===== src/rtl/mc_bus_pkg.sv =====
// Shared constants, state encoding and helpers for the Monte-Carlo bus master.
// Op index doubles as the bus address for every transfer.
package mc_bus_pkg;

  localparam int unsigned OP_W = 6;
  typedef logic [OP_W-1:0] op_t;

  localparam op_t BOARD_BASE  = 6'd0;
  localparam op_t SEED_ADDR   = 6'd16;
  localparam op_t STAT_BASE   = 6'd17;
  localparam op_t STAT_STRIDE = 6'd10;
  localparam int unsigned NUM_AGENTS = 4;
  localparam op_t LAST_OP     = 6'd56;

  localparam logic [3:0] MAX_OFF   = 4'd0;
  localparam logic [3:0] TOTAL_OFF = 4'd2;
  localparam logic [3:0] TRIAL_OFF = 4'd6;

  typedef enum logic [2:0] {
    StIdle, StReq, StXfer, StRdWait, StRun, StCmp, StDone
  } mc_state_e;

  // The responder treats a zero seed as its own reset.
  function automatic logic [7:0] fix_seed(input logic [7:0] s);
    return (s == 8'h00) ? 8'h01 : s;
  endfunction

  function automatic logic [1:0] stat_agent(input op_t op);
    op_t idx;
    idx = op - STAT_BASE;
    return 2'(idx / STAT_STRIDE);
  endfunction

  function automatic logic [3:0] stat_off(input op_t op);
    op_t idx;
    idx = op - STAT_BASE;
    return 4'(idx % STAT_STRIDE);
  endfunction

endpackage


===== src/rtl/mc_bus_master_unpack.sv =====
// Reassembles little-endian per-agent statistics from the read byte stream.
// Max/trial fields are kept only when MC_BUS_MASTER_STATS_EN is defined.
module mc_stat_unpack
  import mc_bus_pkg::*;
(
  input  logic                         clk_i,
  input  logic                         rst_ni,
  input  logic                         we_i,
  input  logic [1:0]                   agent_i,
  input  logic [3:0]                   off_i,
  input  logic [7:0]                   data_i,
  output logic [NUM_AGENTS-1:0][31:0]  total_o
`ifdef MC_BUS_MASTER_STATS_EN
  ,
  output logic [NUM_AGENTS-1:0][15:0]  max_o,
  output logic [NUM_AGENTS-1:0][31:0]  trial_o
`endif
);

  logic [NUM_AGENTS-1:0][31:0] total_q, total_d;
  logic [1:0]                  tot_sel;

  assign tot_sel = 2'(off_i - TOTAL_OFF);

  always_comb begin
    total_d = total_q;
    if (we_i && off_i >= TOTAL_OFF && off_i < TRIAL_OFF) begin
      total_d[agent_i][tot_sel*8 +: 8] = data_i;
    end
  end

  always_ff @(posedge clk_i or negedge rst_ni) begin
    if (!rst_ni) total_q <= '0;
    else         total_q <= total_d;
  end

  assign total_o = total_q;

`ifdef MC_BUS_MASTER_STATS_EN
  logic [NUM_AGENTS-1:0][15:0] max_q, max_d;
  logic [NUM_AGENTS-1:0][31:0] trial_q, trial_d;
  logic                        max_sel;
  logic [1:0]                  trial_sel;

  assign max_sel   = 1'(off_i - MAX_OFF);
  assign trial_sel = 2'(off_i - TRIAL_OFF);

  always_comb begin
    max_d   = max_q;
    trial_d = trial_q;
    if (we_i && off_i < TOTAL_OFF) max_d[agent_i][max_sel*8 +: 8] = data_i;
    if (we_i && off_i >= TRIAL_OFF) trial_d[agent_i][trial_sel*8 +: 8] = data_i;
  end

  always_ff @(posedge clk_i or negedge rst_ni) begin
    if (!rst_ni) begin
      max_q   <= '0;
      trial_q <= '0;
    end else begin
      max_q   <= max_d;
      trial_q <= trial_d;
    end
  end

  assign max_o   = max_q;
  assign trial_o = trial_q;
`endif

endmodule


===== src/rtl/mc_bus_master.sv =====
// Standalone initiator: loads board and seed into the responder, waits, reads
// back agent statistics and reports the best agent. MC_BUS_MASTER_STATS_EN adds stats_flat.
module mc_bus_master
  import mc_bus_pkg::*;
#(
  parameter int unsigned CELL_W     = 5,
  parameter int unsigned ADDR_W     = 16,
  parameter int unsigned RUN_CYCLES = 1000000,
  parameter int unsigned READ_LAT   = 1
) (
  input  logic                  clk,
  input  logic                  rst,
  input  logic                  start,
  input  logic [16*CELL_W-1:0]  board,
  input  logic [7:0]            seed,
  output logic                  int_req,
  input  logic                  int_gnt,
  output logic [ADDR_W-1:0]     int_address,
  output logic [7:0]            int_wr_data,
  output logic                  int_write,
  output logic                  int_read,
  input  logic [7:0]            int_rd_data,
  output logic                  busy,
  output logic                  done,
  output logic [1:0]            best_dir,
  output logic [31:0]           best_total
`ifdef MC_BUS_MASTER_STATS_EN
  ,
  output logic [4*80-1:0]       stats_flat
`endif
);

  mc_state_e             state_q, state_d;
  op_t                   op_q, op_d, launch_op;
  logic [16*CELL_W-1:0]  board_q, board_d;
  logic [7:0]            seed_q, seed_d;
  logic [31:0]           run_cnt_q, run_cnt_d, lat_q, lat_d;
  logic [1:0]            cmp_q, cmp_d, best_idx_q, best_idx_d, cand_idx;
  logic [31:0]           best_val_q, best_val_d, cand_val;
  logic                  req_q, req_d, wr_q, wr_d, rd_q, rd_d;
  logic                  busy_q, busy_d, done_q, done_d;
  logic [ADDR_W-1:0]     addr_q, addr_d;
  logic [7:0]            wdata_q, wdata_d;
  logic [1:0]            dir_q, dir_d;
  logic [31:0]           total_q, total_d;
  logic                  stat_we, launch;
  logic [3:0]            cell_idx;
  logic [NUM_AGENTS-1:0][31:0] agent_total;

`ifdef MC_BUS_MASTER_STATS_EN
  logic [NUM_AGENTS-1:0][15:0] agent_max;
  logic [NUM_AGENTS-1:0][31:0] agent_trial;
  logic [4*80-1:0]             stats_q, stats_d;
`endif

  mc_stat_unpack u_unpack (
    .clk_i   (clk),
    .rst_ni  (rst),
    .we_i    (stat_we),
    .agent_i (stat_agent(op_q)),
    .off_i   (stat_off(op_q)),
    .data_i  (int_rd_data),
    .total_o (agent_total)
`ifdef MC_BUS_MASTER_STATS_EN
    ,
    .max_o   (agent_max),
    .trial_o (agent_trial)
`endif
  );

  assign cell_idx = 4'(launch_op - BOARD_BASE);

  always_comb begin
    state_d    = state_q;
    op_d       = op_q;
    board_d    = board_q;
    seed_d     = seed_q;
    run_cnt_d  = run_cnt_q;
    lat_d      = lat_q;
    cmp_d      = cmp_q;
    best_idx_d = best_idx_q;
    best_val_d = best_val_q;
    req_d      = req_q;
    addr_d     = '0;
    wdata_d    = '0;
    wr_d       = 1'b0;
    rd_d       = 1'b0;
    busy_d     = busy_q;
    done_d     = 1'b0;
    dir_d      = dir_q;
    total_d    = total_q;
    stat_we    = 1'b0;
    launch     = 1'b0;
    launch_op  = op_q;
    cand_idx   = best_idx_q;
    cand_val   = best_val_q;
    if (agent_total[cmp_q] > best_val_q) begin
      cand_idx = cmp_q;
      cand_val = agent_total[cmp_q];
    end

    unique case (state_q)
      StIdle: begin
        if (start) begin
          board_d = board;
          seed_d  = fix_seed(seed);
          busy_d  = 1'b1;
          req_d   = 1'b1;
          op_d    = BOARD_BASE;
          state_d = StReq;
        end
      end
      StReq: begin
        if (int_gnt) launch = 1'b1;
      end
      StXfer: begin
        if (rd_q) begin
          state_d = StRdWait;
          lat_d   = '0;
        end else if (op_q == SEED_ADDR) begin
          state_d   = StRun;
          req_d     = 1'b0;
          run_cnt_d = '0;
        end else begin
          launch    = 1'b1;
          launch_op = op_q + 6'd1;
        end
      end
      StRdWait: begin
        if (lat_q == READ_LAT - 1) begin
          stat_we = 1'b1;
          if (op_q == LAST_OP) begin
            state_d    = StCmp;
            req_d      = 1'b0;
            cmp_d      = '0;
            best_idx_d = '0;
            best_val_d = '0;
          end else begin
            launch    = 1'b1;
            launch_op = op_q + 6'd1;
          end
        end else begin
          lat_d = lat_q + 32'd1;
        end
      end
      StRun: begin
        if (run_cnt_q == RUN_CYCLES - 1) begin
          state_d = StReq;
          req_d   = 1'b1;
          op_d    = STAT_BASE;
        end else begin
          run_cnt_d = run_cnt_q + 32'd1;
        end
      end
      StCmp: begin
        best_idx_d = cand_idx;
        best_val_d = cand_val;
        cmp_d      = cmp_q + 2'd1;
        if (cmp_q == 2'd3) begin
          state_d = StDone;
          done_d  = 1'b1;
          busy_d  = 1'b0;
          dir_d   = cand_idx;
          total_d = cand_val;
        end
      end
      StDone:  state_d = StIdle;
      default: state_d = StIdle;
    endcase

    // Issue the next op straight away when granted, otherwise park in REQ.
    if (launch) begin
      op_d = launch_op;
      if (int_gnt) begin
        state_d = StXfer;
        addr_d  = ADDR_W'(launch_op);
        if (launch_op <= SEED_ADDR) begin
          wr_d    = 1'b1;
          wdata_d = (launch_op == SEED_ADDR) ? seed_q
                                             : 8'(board_q[cell_idx*CELL_W +: CELL_W]);
        end else begin
          rd_d = 1'b1;
        end
      end else begin
        state_d = StReq;
      end
    end
  end

`ifdef MC_BUS_MASTER_STATS_EN
  always_comb begin
    stats_d = stats_q;
    if (state_q == StCmp && cmp_q == 2'd3) begin
      for (int k = 0; k < 4; k++) begin
        stats_d[k*80 +: 80] = {agent_trial[k], agent_total[k], agent_max[k]};
      end
    end
  end

  always_ff @(posedge clk or negedge rst) begin
    if (!rst) stats_q <= '0;
    else      stats_q <= stats_d;
  end

  assign stats_flat = stats_q;
`endif

  always_ff @(posedge clk or negedge rst) begin
    if (!rst) begin
      state_q    <= StIdle;
      op_q       <= '0;
      board_q    <= '0;
      seed_q     <= '0;
      run_cnt_q  <= '0;
      lat_q      <= '0;
      cmp_q      <= '0;
      best_idx_q <= '0;
      best_val_q <= '0;
      req_q      <= 1'b0;
      addr_q     <= '0;
      wdata_q    <= '0;
      wr_q       <= 1'b0;
      rd_q       <= 1'b0;
      busy_q     <= 1'b0;
      done_q     <= 1'b0;
      dir_q      <= '0;
      total_q    <= '0;
    end else begin
      state_q    <= state_d;
      op_q       <= op_d;
      board_q    <= board_d;
      seed_q     <= seed_d;
      run_cnt_q  <= run_cnt_d;
      lat_q      <= lat_d;
      cmp_q      <= cmp_d;
      best_idx_q <= best_idx_d;
      best_val_q <= best_val_d;
      req_q      <= req_d;
      addr_q     <= addr_d;
      wdata_q    <= wdata_d;
      wr_q       <= wr_d;
      rd_q       <= rd_d;
      busy_q     <= busy_d;
      done_q     <= done_d;
      dir_q      <= dir_d;
      total_q    <= total_d;
    end
  end

  assign int_req     = req_q;
  assign int_address = addr_q;
  assign int_wr_data = wdata_q;
  assign int_write   = wr_q;
  assign int_read    = rd_q;
  assign busy        = busy_q;
  assign done        = done_q;
  assign best_dir    = dir_q;
  assign best_total  = total_q;

endmodule

===== config.mk =====
export PLATFORM = sky130hd
export DESIGN_NAME = mc_bus_master
export DESIGN_NICKNAME = d
export VERILOG_FILES = /design/src/rtl/mc_bus_pkg.sv /design/src/rtl/mc_bus_master_unpack.sv /design/src/rtl/mc_bus_master.sv
export SDC_FILE = /design/constraint.sdc
export NUM_CORES = 1
export LEC_CHECK = 0
export CAP_MARGIN = 30
export CELL_PAD_IN_SITES_DETAIL_PLACEMENT = 1
export CELL_PAD_IN_SITES_GLOBAL_PLACEMENT = 1
export CORE_MARGIN = 2
export CORE_UTILIZATION = 44
export CTS_BUF_LIST = sky130_fd_sc_hd__clkbuf_8
export DETAILED_ROUTE_END_ITERATION = 7
export PLACE_DENSITY_LB_ADDON = 0.1
export SLEW_MARGIN = 10
export SYNTH_ARGS = -nofsm -noshare
export SYNTH_HDL_FRONTEND = slang
export SYNTH_SLANG_ARGS = --single-unit
export TNS_END_PERCENT = 1

===== constraint.sdc =====
create_clock -name clk -period 4.4 [get_ports clk]
set_input_delay 0.44 -clock clk [delete_from_list [all_inputs] [get_ports clk]]
set_output_delay 0.44 -clock clk [all_outputs]
set_load 0.05 [all_outputs]

==> metrics.yaml <==
run_status: "finished, final reports clean"
cts-root-buf: "clkbuf_8"
grt_pass1_wl_mm: 81.8
start_util_pct: 44.3
design.portCount: 163
ant_nets: 0
synth_edf_count: 0
vias: 13749
cts_tree: "yes"
die_x_um: 214
antenna_found_initial: 2
maxSlewHeadroom_pct: 39.6
cp.arrival_ns: 4.77
cp_num_buf_inv: 4
critPathKind: "reg2reg"
yosysUniqueCellTypes: 78
synth_seq_cells: 378
cts_buffers: 68
fin_crit_sh_pct: 96.8
syn_avg_cell_area_sq_um: 11.6
drtPass1Iterations: 4
synthArstFlopShare_pct: 100
startpoint: "op_q[0]"
wirelength_mm: 49.9
fp.dieH_um: 214
hpwlAfterDp_mm: 35.5
wl_per_cell_um: 19.8
htree_levels: 3
fill_cells: 4663
die-area_sq_um: 45900
drv_cap: 0
crit_family: "compound AO/OA/AOI/OAI gates"
clkLatencyLatePin_ns: 0.64
cp.required_ns: 4.91
grt_max_degree: 112
n_antenna_cell: 0
path_clk_slew_ns: 0.06
slowest_stage: "a2111o_1"
synth_cells: 1677
slowest_delay_ns: 0.45
core_area_sq_um: 43900
final_hold_viol_count: 0
first_global_vias: 14926
drive_above_1_share_pct: 23.2
crit_top_cell: "ha_1"
numPortBuffers: 152
ys_seq_area_share_pct: 48.6
max_freq_ghz: 0.235
clk_path_buf_depth: 3
worstMarginPinSlew_ns: 0.906
finalSetupViolCount: 0
row_count: 77
remaining_drc_errors: 0
post-route-util_pct: 52.8
grt_usage_pct: 22.3
nets: 2023
crit_fanout: 12
overflow: 0
cts_sinks: 378
syn2layout_area_growth_pct: 19.4
seq_area_sq_um: 9460
worst_r2r_startpoint: "op_q[0]"
path_cells: "clkinv_2 -> ha_1 -> nor3b_4 -> xnor2_2 -> inv_1 -> ha_2 -> or3_1 -> o311ai_1 -> a2111o_1 -> a311o_1 -> nand3_1 -> ha_1 -> a21oi_1 -> a21boi_2 -> buf_4 -> and3_1 -> buf_6 -> mux2_4"
netlist_area_sq_um: 19400
place_ws_ns: -0.0596
vias_per_cell: 5.46
min_period_ns: 4.26
maxSlewViolCount: 0
gp_congestion: 0.792
end_kind: "flop"
yosysWarnings: 0
ys.flop_type: "dfrtp_1"
drt-initial-drc-count: 705
hp-class: "in2reg"
fin_skew_ns: 0.0292
hold_start: "board[46]"
critPathLaunchType: "flop"
setup_slack_ns: 0.141
multiInputGateArea_sq_um: 9370
-- synthesized netlist by cell type (all sizes together), types with 6 or more instances --
cell type | instances | share of area (%)
mux2i | 56 | 2.9
nor4 | 14 | 0.45
o21a | 7 | 0.27
a31oi | 8 | 0.26
a21boi | 6 | 0.25
clkbuf | 56 | 1.1
nor2b | 14 | 0.45
xnor2 | 26 | 1.2
inv | 58 | 1.1
and3 | 28 | 0.93
a21oi | 81 | 2.1
buf | 37 | 1.5
and4 | 9 | 0.41
nor3 | 17 | 0.46
nor2 | 126 | 2.4
ha | 45 | 2.9
mux4 | 42 | 4.9
a21o | 10 | 0.39
nand2 | 111 | 2.2
a22o | 6 | 0.27
nand3 | 68 | 1.7
or3 | 23 | 0.74
nand2b | 7 | 0.23
a211o | 6 | 0.27
o21ai | 81 | 2.1
xor2 | 22 | 0.99
nand4 | 15 | 0.48
o221ai | 11 | 0.50
and2 | 38 | 1.2
mux2 | 215 | 14
a221oi | 10 | 0.45
dfrtp | 378 | 49
-- layer usage --
| layer | global-route usage [%] | wire [um] | share of wire [%] | up-vias |
|---|---|---|---|---|
| met4 | 7.04 | 1260 | 2.5 | 4 |
| met2 | 37.6 | 24700 | 49 | 211 |
| met1 | 28.5 | 22000 | 44 | 7035 |
| met3 | 4.98 | 1970 | 4.0 | 80 |
| met5 | 0 | 30 | 0.060 | - |
| li1 | - | - | - | 6419 |
-- state kept, by name, indices dropped and copies added (netlist names) --
register	cells
run_cnt_q	32
int_read	1
best_dir	2
op_q	6
seed_q	8
best_val_q	32
int_req	1
u_unpack.total_o	128
int_write	1
done	1
best_idx_q	2
int_wr_data	8
busy	1
int_address	6
board_q	80
best_total	32
lat_q	32
state_q	3
cmp_q	2
-- cells in the final DEF (no fill, tap or decap), types with 6 or more instances in the layout --
cell	instances
o21ai_0	77
and2_1	37
mux2_2	135
a31oi_1	8
o221ai_1	11
mux4_2	42
nand4_1	15
mux2_4	80
xnor2_1	24
a21oi_1	79
a21o_1	10
nor2_1	123
o21a_1	7
ha_1	44
nand3_1	68
buf_4	51
clkbuf_8	84
dfrtp_1	376
xor2_1	22
nand2b_1	7
and3_1	23
nor2b_1	14
inv_1	78
or3_1	23
and4_1	9
a211o_1	6
nor4_1	14
nor3_1	15
nand2_1	108
mux2i_1	56
clkdlybuf4s50_1	151
conb_1	10
a22o_1	6
a221oi_1	10
buf_12	6
-- worst register-to-register path, cell delays in order, from the launching register on --
cell and delay [ns]:
dfrtp_2 0.44, clkinv_2 0.08, ha_1 0.21, nor3b_4 0.16, xnor2_2 0.21, inv_1 0.11, ha_2 0.39, or3_1 0.12
o311ai_1 0.08, a2111o_1 0.45, a311o_1 0.36, nand3_1 0.16, ha_1 0.21, a21oi_1 0.07, a21boi_2 0.16, buf_4 0.18
and3_1 0.24, buf_6 0.20, mux2_4 0.31
-- path summary, 6_finish.rpt --
path / end / slack [ns] / depth (start not counted)
max: u_unpack.total_o[60] / 0.14 / 18
min: board_q[46] / 0.42 / 2
max reg2reg: u_unpack.total_o[60] / 0.14 / 18
min reg2reg: int_wr_data[5] / 0.49 / 1
max in group asynchronous: board_q[12] / 2.75 / 3
min in group asynchronous: best_total[30] / 0.46 / 2
-- logic make-up (layout without fill, tap and decap cells) --
| family | after synthesis | count (layout) | synth area share, % |
|---|---|---|---|
| fa+ha+maj | 45 | 45 | 2.90 |
| compound gates | 256 | 256 | 8.46 |
| other cells | 1 | 10 | 0.0193 |
| flops | 378 | 378 | 48.6 |
| buf+inv | 152 | 390 | 3.74 |
| mux | 313 | 313 | 21.7 |
| xor+xnor | 48 | 48 | 2.16 |
| simple gates | 484 | 484 | 12.3 |
-- layout make-up --
class	instances	area share [%]
Sequential cell	378	40.8
Multi-Input combinational cell	1156	40.4
Timing Repair Buffer	215	9.00
Clock buffer	84	4.98
Tap cell	592	3.19
Inverter	59	0.959
Clock inverter	32	0.738
-- per-stage QoR --
| step | std cells | hold slack (ns) | setup TNS, ns | instance area, sq um |
|---|---|---|---|---|
| final | 2516 | 0.424 | 0 | 23200 |
| after global routing | 2516 | 0.383 | -1.16 | 23200 |
| after CTS | 2511 | 0.369 | -0.0109 | 23100 |
| after floorplan | 1686 | 0.144 | 0 | 19500 |
| after global placement | 2390 | 0.463 | 0 | 21800 |
| after detailed placement | 2394 | 0.476 | -0.958 | 21800 |
-- what timing repair did --
action / CTS / global route
hold endpoints to repair: 106 / 0
pin swaps: 0 / 4
gates resized for setup: 4 / 8
hold buffers: 1 / 0
endpoints found under the setup margin: 43 / 126
buffers inserted: 0 / 5
Power is not shown: default switching activity piles up to over one toggle a cycle in this logic, so the estimate is an artifact.
==> RTL change 1 (same settings) <==
The 7 states of `mc_state_e` get a Gray code encoding in 3 bits.
--- a/src/rtl/mc_bus_pkg.sv
+++ b/src/rtl/mc_bus_pkg.sv
@@ -19,3 +19,3 @@
   typedef enum logic [2:0] {
-    StIdle, StReq, StXfer, StRdWait, StRun, StCmp, StDone
+    StIdle = 3'b000, StReq = 3'b001, StXfer = 3'b011, StRdWait = 3'b010, StRun = 3'b110, StCmp = 3'b111, StDone = 3'b101
   } mc_state_e;
Formal check against the unedited RTL: no difference found for any inputs over 4 cycles, from zero or initial values and one cycle with rst low; so few cycles prove little.
==> RTL change 1 against the original RTL <==
- sequential share of layout area shrank 2.2 points
- area after synthesis grew 5.4%
- hold slack lost 0.017 ns
- setup slack gained 0.025 ns
- cell area grew 5.7%
- wire length grew 11%
- via count grew 8.3%
- critical path depth grew 1
- sequential cell count is the same
- critical endpoint is now u_unpack.total_o[20]
==> RTL change 1: results (changes against the original RTL) <==
Power
  – Leakage: ~11 nW
  – Worst VDD drop: 1250 uV

Placement
  – Hpwl dp: 38.4 mm (+8.3%)
  – Gpl congestion: 0.799 (+0.87%)
  – IO buf count: 152 (unchanged)
  – Cells after DPL: 2,506 (+4.7%)

Logic synthesis
  – Sequential element share of the synthesized area: 46.1% (-2.5 points)
  – Leading cell types by total area after synthesis: dfrtp_1 46%, mux2_2 8.0%, mux4_2 5.4%
  – Async S/R FF share, synth: 100% (unchanged)
  – Ys flop type: dfrtp_1
  – Post-synth cell types: 91 (+17%)
  – Ys Warns: 0 (unchanged)
  – Top post-synthesis cells by count: 378 x dfrtp_1, 145 x mux2_2, 125 x nand2_1
  – Avg Synthesized Cell Area: 11.5 um2 (-1.2%)

Worst setup path
  – Worst flop-to-flop path endpoint: u_unpack.total_o[20]
  – Crit-path max FO: 8 (-4)
  – Top delay family on crit path: simple AND/OR/NAND/NOR gates
  – RR Startpoint: op_q[0]
  – Flop-to-flop setup slack: 0.17 ns (+0.02 ns)
  – Critical Path AT: 4.76 ns (about the same)
  – Max incr delay on CP: 0.50 ns (+0.05 ns)
  – Worst R2R Path Depth: 19 (+1)
  – Slowest-stage cell, CP: dfrtp_4
  – WS Path Type: reg2reg

Final layout
  – Ratio of cells with drive above 1 in the final layout: 24.5% (+1.3 points)
  – Largest register FFs: 128 (unchanged)
  – Final-stage net count: 2,126 (+5.1%)

Clock network
  – Later-pin clock latency in the skew report: 0.65 ns
  – Clock transition at the registers of the reported paths: 0.06 ns (about the same)
  – CTS buffer count: 71 (+4.4%)
  – Clk root buf: clkbuf_8
  – Number of H-tree levels: 3 (unchanged)
  – Clk buf depth: 3 (unchanged)

Global route
  – Vias in the first global route: 16,200 (+8.7%)
  – Initial antenna violation count: 1 (-1)
  – First-pass GRT wire length: 89.6 mm (+9.5%)
  – Met2 Usage GRT: 40.8% (+3.1 points)
  – Met3 Usage GRT: 4.90% (-0.079 points)
  – Met1 usage: 29.6% (+1.1 points)
  – GRT Total Usage: 23.7% (+1.4 points)
  – Pin count of the biggest net entering global routing: 115 (+2.7%)

Routing
  – WL final: 55.4 mm (+11%)
  – Detailed Route Iter0 Violations: 712 (+0.99%)
  – Drt pass-1 iters: 5 (+1)
  – WL/cell: 21.0 um (+5.8%)
  – Via count: 14,900 (+8.3%)

Timing
  – Worst relative slew slack: 36.4% (-3.2 points)
  – Slew Limit Fails: 0 (unchanged)
  – Final clock skew: 0.0259 ns (-0.00324 ns)

Min path
  – Worst Hold Class: in2async

Outcome
  – Outcome: complete, no violations
[RTL change 1: changes by cell type after synthesis, moves of 13 or more]
cell	change
o21ai_0	-32
inv_1	+26
o211ai_1	+35
nor2_1	-13
a21oi_1	-44
buf_6	-13
xor2_1	+16
mux2i_1	+18
nand2_1	+15
or3_1	-13
nand4_1	+39
[RTL change 1: area by class of cell]
cell class | instances | area (um2)
diodes | 1 | 2.50
flip-flops and latches | 378 | 9460
clock inverters | 32 | 165
multi-input cells | 1233 | 10500
inverters | 84 | 318
fillers | 4842 | 21700
well taps | 607 | 759
clock buffers | 90 | 1240
repair buffers | 213 | 2140
[RTL change 1: where the power goes]
part	internal, W	switching (W)	leakage [nW]
logic	0.00368	0.00596	5.29
clock network	0.00188	0.00153	0.808
registers	0.00421	0.000590	5.07
[RTL change 1: kinds of logic after synthesis]
family / Yosys count / share of synthesized area [%]
fa+ha+maj: 45 / 2.75
buf+inv: 187 / 3.79
compound gates: 226 / 7.99
other cells: 1 / 0.0183
xor+xnor: 63 / 2.78
simple gates: 548 / 14.2
mux: 341 / 22.3
flops: 378 / 46.1
[RTL change 1: worst min-delay path by stage]
stage	from	endpoint	slack, ns	cells past startpoint
final	rst	best_total[24]	0.41	2
after global routing	board[69]	board_q[69]	0.36	2
after CTS	board[30]	board_q[30]	0.34	2
after detailed placement	best_total[13]	best_total[13]	0.47	2
after global placement	seed_q[5]	int_wr_data[5]	0.46	1
after floorplan	rst	best_dir[0]	0.14	0
[RTL change 1: timing repair]
item | 4_1_cts | 5_1_grt
cloned | 0 | 1
buffers inserted | 0 | 6
hold endpoints to repair | 110 | 0
resized for setup | 4 | 14
hold buffers | 1 | 0
endpoints found under the setup margin | 60 | 128
pin swaps | 1 | 11
[RTL change 1: layer usage]
metal / share of wire (%) / routed length [um]
met5: 0 / 0
met4: 2.6 / 1450
met3: 3.7 / 2070
met2: 50 / 27900
met1: 43 / 23900
[RTL change 1: per-stage QoR]
step / hold WS [ns] / setup WS, ns / cell area (um2)
2_1_floorplan: 0.144 / 0.00280 / 20600
3_3_place_gp: 0.460 / -0.00364 / 22900
3_5_place_dp: 0.470 / -0.0572 / 23000
4_1_cts: 0.342 / 0.00205 / 24400
5_1_grt: 0.356 / -0.0728 / 24500
6_report: 0.406 / 0.166 / 24500
[RTL change 1: worst reg2reg max path, cell delays in order (launching register included)]
cell,delay [ns]
dfrtp_4,0.50
inv_4,0.07
ha_4,0.12
nor3b_4,0.22
xnor2_2,0.18
inv_2,0.08
ha_4,0.30
or3b_4,0.38
mux2i_2,0.16
o32ai_2,0.13
a21oi_2,0.26
ha_4,0.20
nor2_4,0.04
a21o_1,0.18
a31oi_2,0.16
o2111ai_2,0.17
nor2_4,0.19
clkbuf_16,0.20
nand3_4,0.20
mux2_4,0.37
==> RTL change 2 (same settings) <==
Made on the original files. Change the parameter `ADDR_W` from 16 to 15.
--- a/src/rtl/mc_bus_master.sv
+++ b/src/rtl/mc_bus_master.sv
@@ -6,3 +6,3 @@
   parameter int unsigned CELL_W     = 5,
-  parameter int unsigned ADDR_W     = 16,
+  parameter int unsigned ADDR_W     = 15,
   parameter int unsigned RUN_CYCLES = 1000000,
Ports: changed (resized int_address); port bits go from 163 to 162. No check against the original RTL was run, so the function may have changed too.
==> RTL change 2 against the original RTL <==
- wire length rose by 0.77%
- fmax barely moved
- first-iteration DRC count fell by 7.1%
- sequential cell count did not move
- area after synthesis barely moved
- setup slack improved by 0.0013 ns
- critical endpoint is now u_unpack.total_o[70]
- highest routed layer unchanged
- cell area barely moved
Power is not shown: default switching activity piles up to over one toggle a cycle in this logic, so the estimate is an artifact.
==> RTL change 2: results (changes against the original RTL) <==
Outcome
  – Outcome: complete, no violations

Logic synthesis
  – Synth Area in Compound Gates: 8.46% (about the same)
  – Synth Area in Adders: 2.90% (about the same)
  – Ys flop type: dfrtp_1
  – Xor and xnor area share after synthesis: 2.16% (about the same)
  – Top post-synthesis cells by count: 378 x dfrtp_1, 135 x mux2_2, 126 x nor2_1
  – Leading cell types by total area after synthesis: dfrtp_1 49%, mux2_2 7.8%, mux2_4 6.2%
  – Mux cell area share after synthesis: 21.7% (about the same)
  – Async S/R FF share, synth: 100% (unchanged)
  – Sequential element share of the synthesized area: 48.7% (about the same)

Worst setup path
  – Crit-path max FO: 8 (-4)
  – Critical Path AT: 4.75 ns (-0.02 ns)
  – Max incr delay on CP: 0.45 ns (about the same)
  – Slowest-stage cell, CP: dfrtp_2

Final layout
  – Final-stage net count: 2,020 (-0.15%)
  – Largest register FFs: 128 (unchanged)
  – Ratio of cells with drive above 1 in the final layout: 23.3% (+0.10 points)
  – Fillcell total: 4,666 (+0.064%)

Placement
  – Placed Area: 21,800 um2 (about the same)
  – Gpl congestion: 0.827 (+4.4%)
  – IO buf count: 152 (unchanged)
  – Hpwl dp: 35.7 mm (+0.66%)

Global route
  – GRT Total Usage: 22.4% (+0.14 points)
  – Initial antenna violation count: 5 (+3)
  – Pin count of the biggest net entering global routing: 104 (-7.1%)
  – First-pass GRT wire length: 82.2 mm (+0.48%)
  – Vias in the first global route: 14,900 (-0.40%)

Timing
  – Worst relative slew slack: 40.3% (+0.72 points)
  – Final Setup Violations: 0 (unchanged)
  – Final clock skew: 0.0289 ns (-0.000252 ns)

Min path
  – Worst Hold Class: in2reg

Routing
  – Via count: 13,800 (+0.47%)
  – WL final: 50.3 mm (+0.77%)
  – Detailed Route Iter0 Violations: 655 (-7.1%)

Clock network
  – Clk buf depth: 3 (unchanged)
[RTL change 2: cell count changes after synthesis]
cell   unedited run  this run
buf_4            11        10
[RTL change 2: final cells by class]
class | count | area [um2] | area share [%]
antenna | 1 | 2.50 | 0.0108
clock buffer | 88 | 1210 | 5.21
clock inverter | 31 | 141 | 0.609
inverter | 59 | 223 | 0.959
multi-input combinational | 1155 | 9360 | 40.3
sequential | 378 | 9460 | 40.7
tap | 592 | 741 | 3.19
timing repair buffer | 213 | 2090 | 9.00
[RTL change 2: final timing paths]
kind	from	to	slack [ns]	cells past startpoint
max in group asynchronous	rst	board_q[5]	2.88	3
min in group asynchronous	rst	best_dir[0]	0.47	2
setup / recovery	op_q[0]	u_unpack.total_o[70]	0.14	17
setup reg to reg	op_q[0]	u_unpack.total_o[70]	0.14	17
hold reg to reg	seed_q[5]	int_wr_data[5]	0.48	1
hold / removal	board[9]	board_q[9]	0.44	2
[RTL change 2: metal layers]
layer	wire, um	vias to the layer above	track usage (%)	share of wire [%]
met2	24700	220	37.4	49
met3	2200	85	4.74	4.4
met4	1240	8	7.71	2.5
li1	-	6425	-	-
met5	53	-	0	0.11
met1	22100	7075	29.0	44
[RTL change 2: critical path: cells and delay by family (launching register included)]
kind / cells / cell delay, ns
compound gates: 4 / 1.22
xor+xnor: 1 / 0.25
fa+ha+maj: 3 / 0.81
buf+inv: 4 / 0.38
flops: 1 / 0.45
mux: 1 / 0.33
simple gates: 4 / 0.70
[RTL change 2: cells by family after synthesis]
family                     after synthesis
other                                    1
buffers and inverters                  151
xor gates and xnor gates                48
muxes                                  313
AOI/OAI and AO/OA                      256
DFF                                    378
adders and majority gates               45
and+or+nand+nor                        484
[RTL change 2: repair_timing]
action                                 in CTS  in global routing
hold buffers                                1                  0
pin swaps                                   0                  3
resized for setup                           5                  4
endpoints found under the hold margin      97                  0
setup endpoints to repair                  37                128
buffers inserted                            0                  4
[RTL change 2: per-stage QoR]
stage / std cells / util [%] / hold WS, ns / worst slack (ns)
finish: 2517 / 52.9 / 0.435 / 0.143
global route: 2517 / 52.9 / 0.408 / -0.0829
CTS: 2512 / 52.8 / 0.385 / -0.00193
detailed placement: 2392 / 49.7 / 0.473 / -0.146
global placement: 2391 / 49.6 / 0.462 / 0.0915
floorplan: 1684 / - / 0.144 / 0.0430
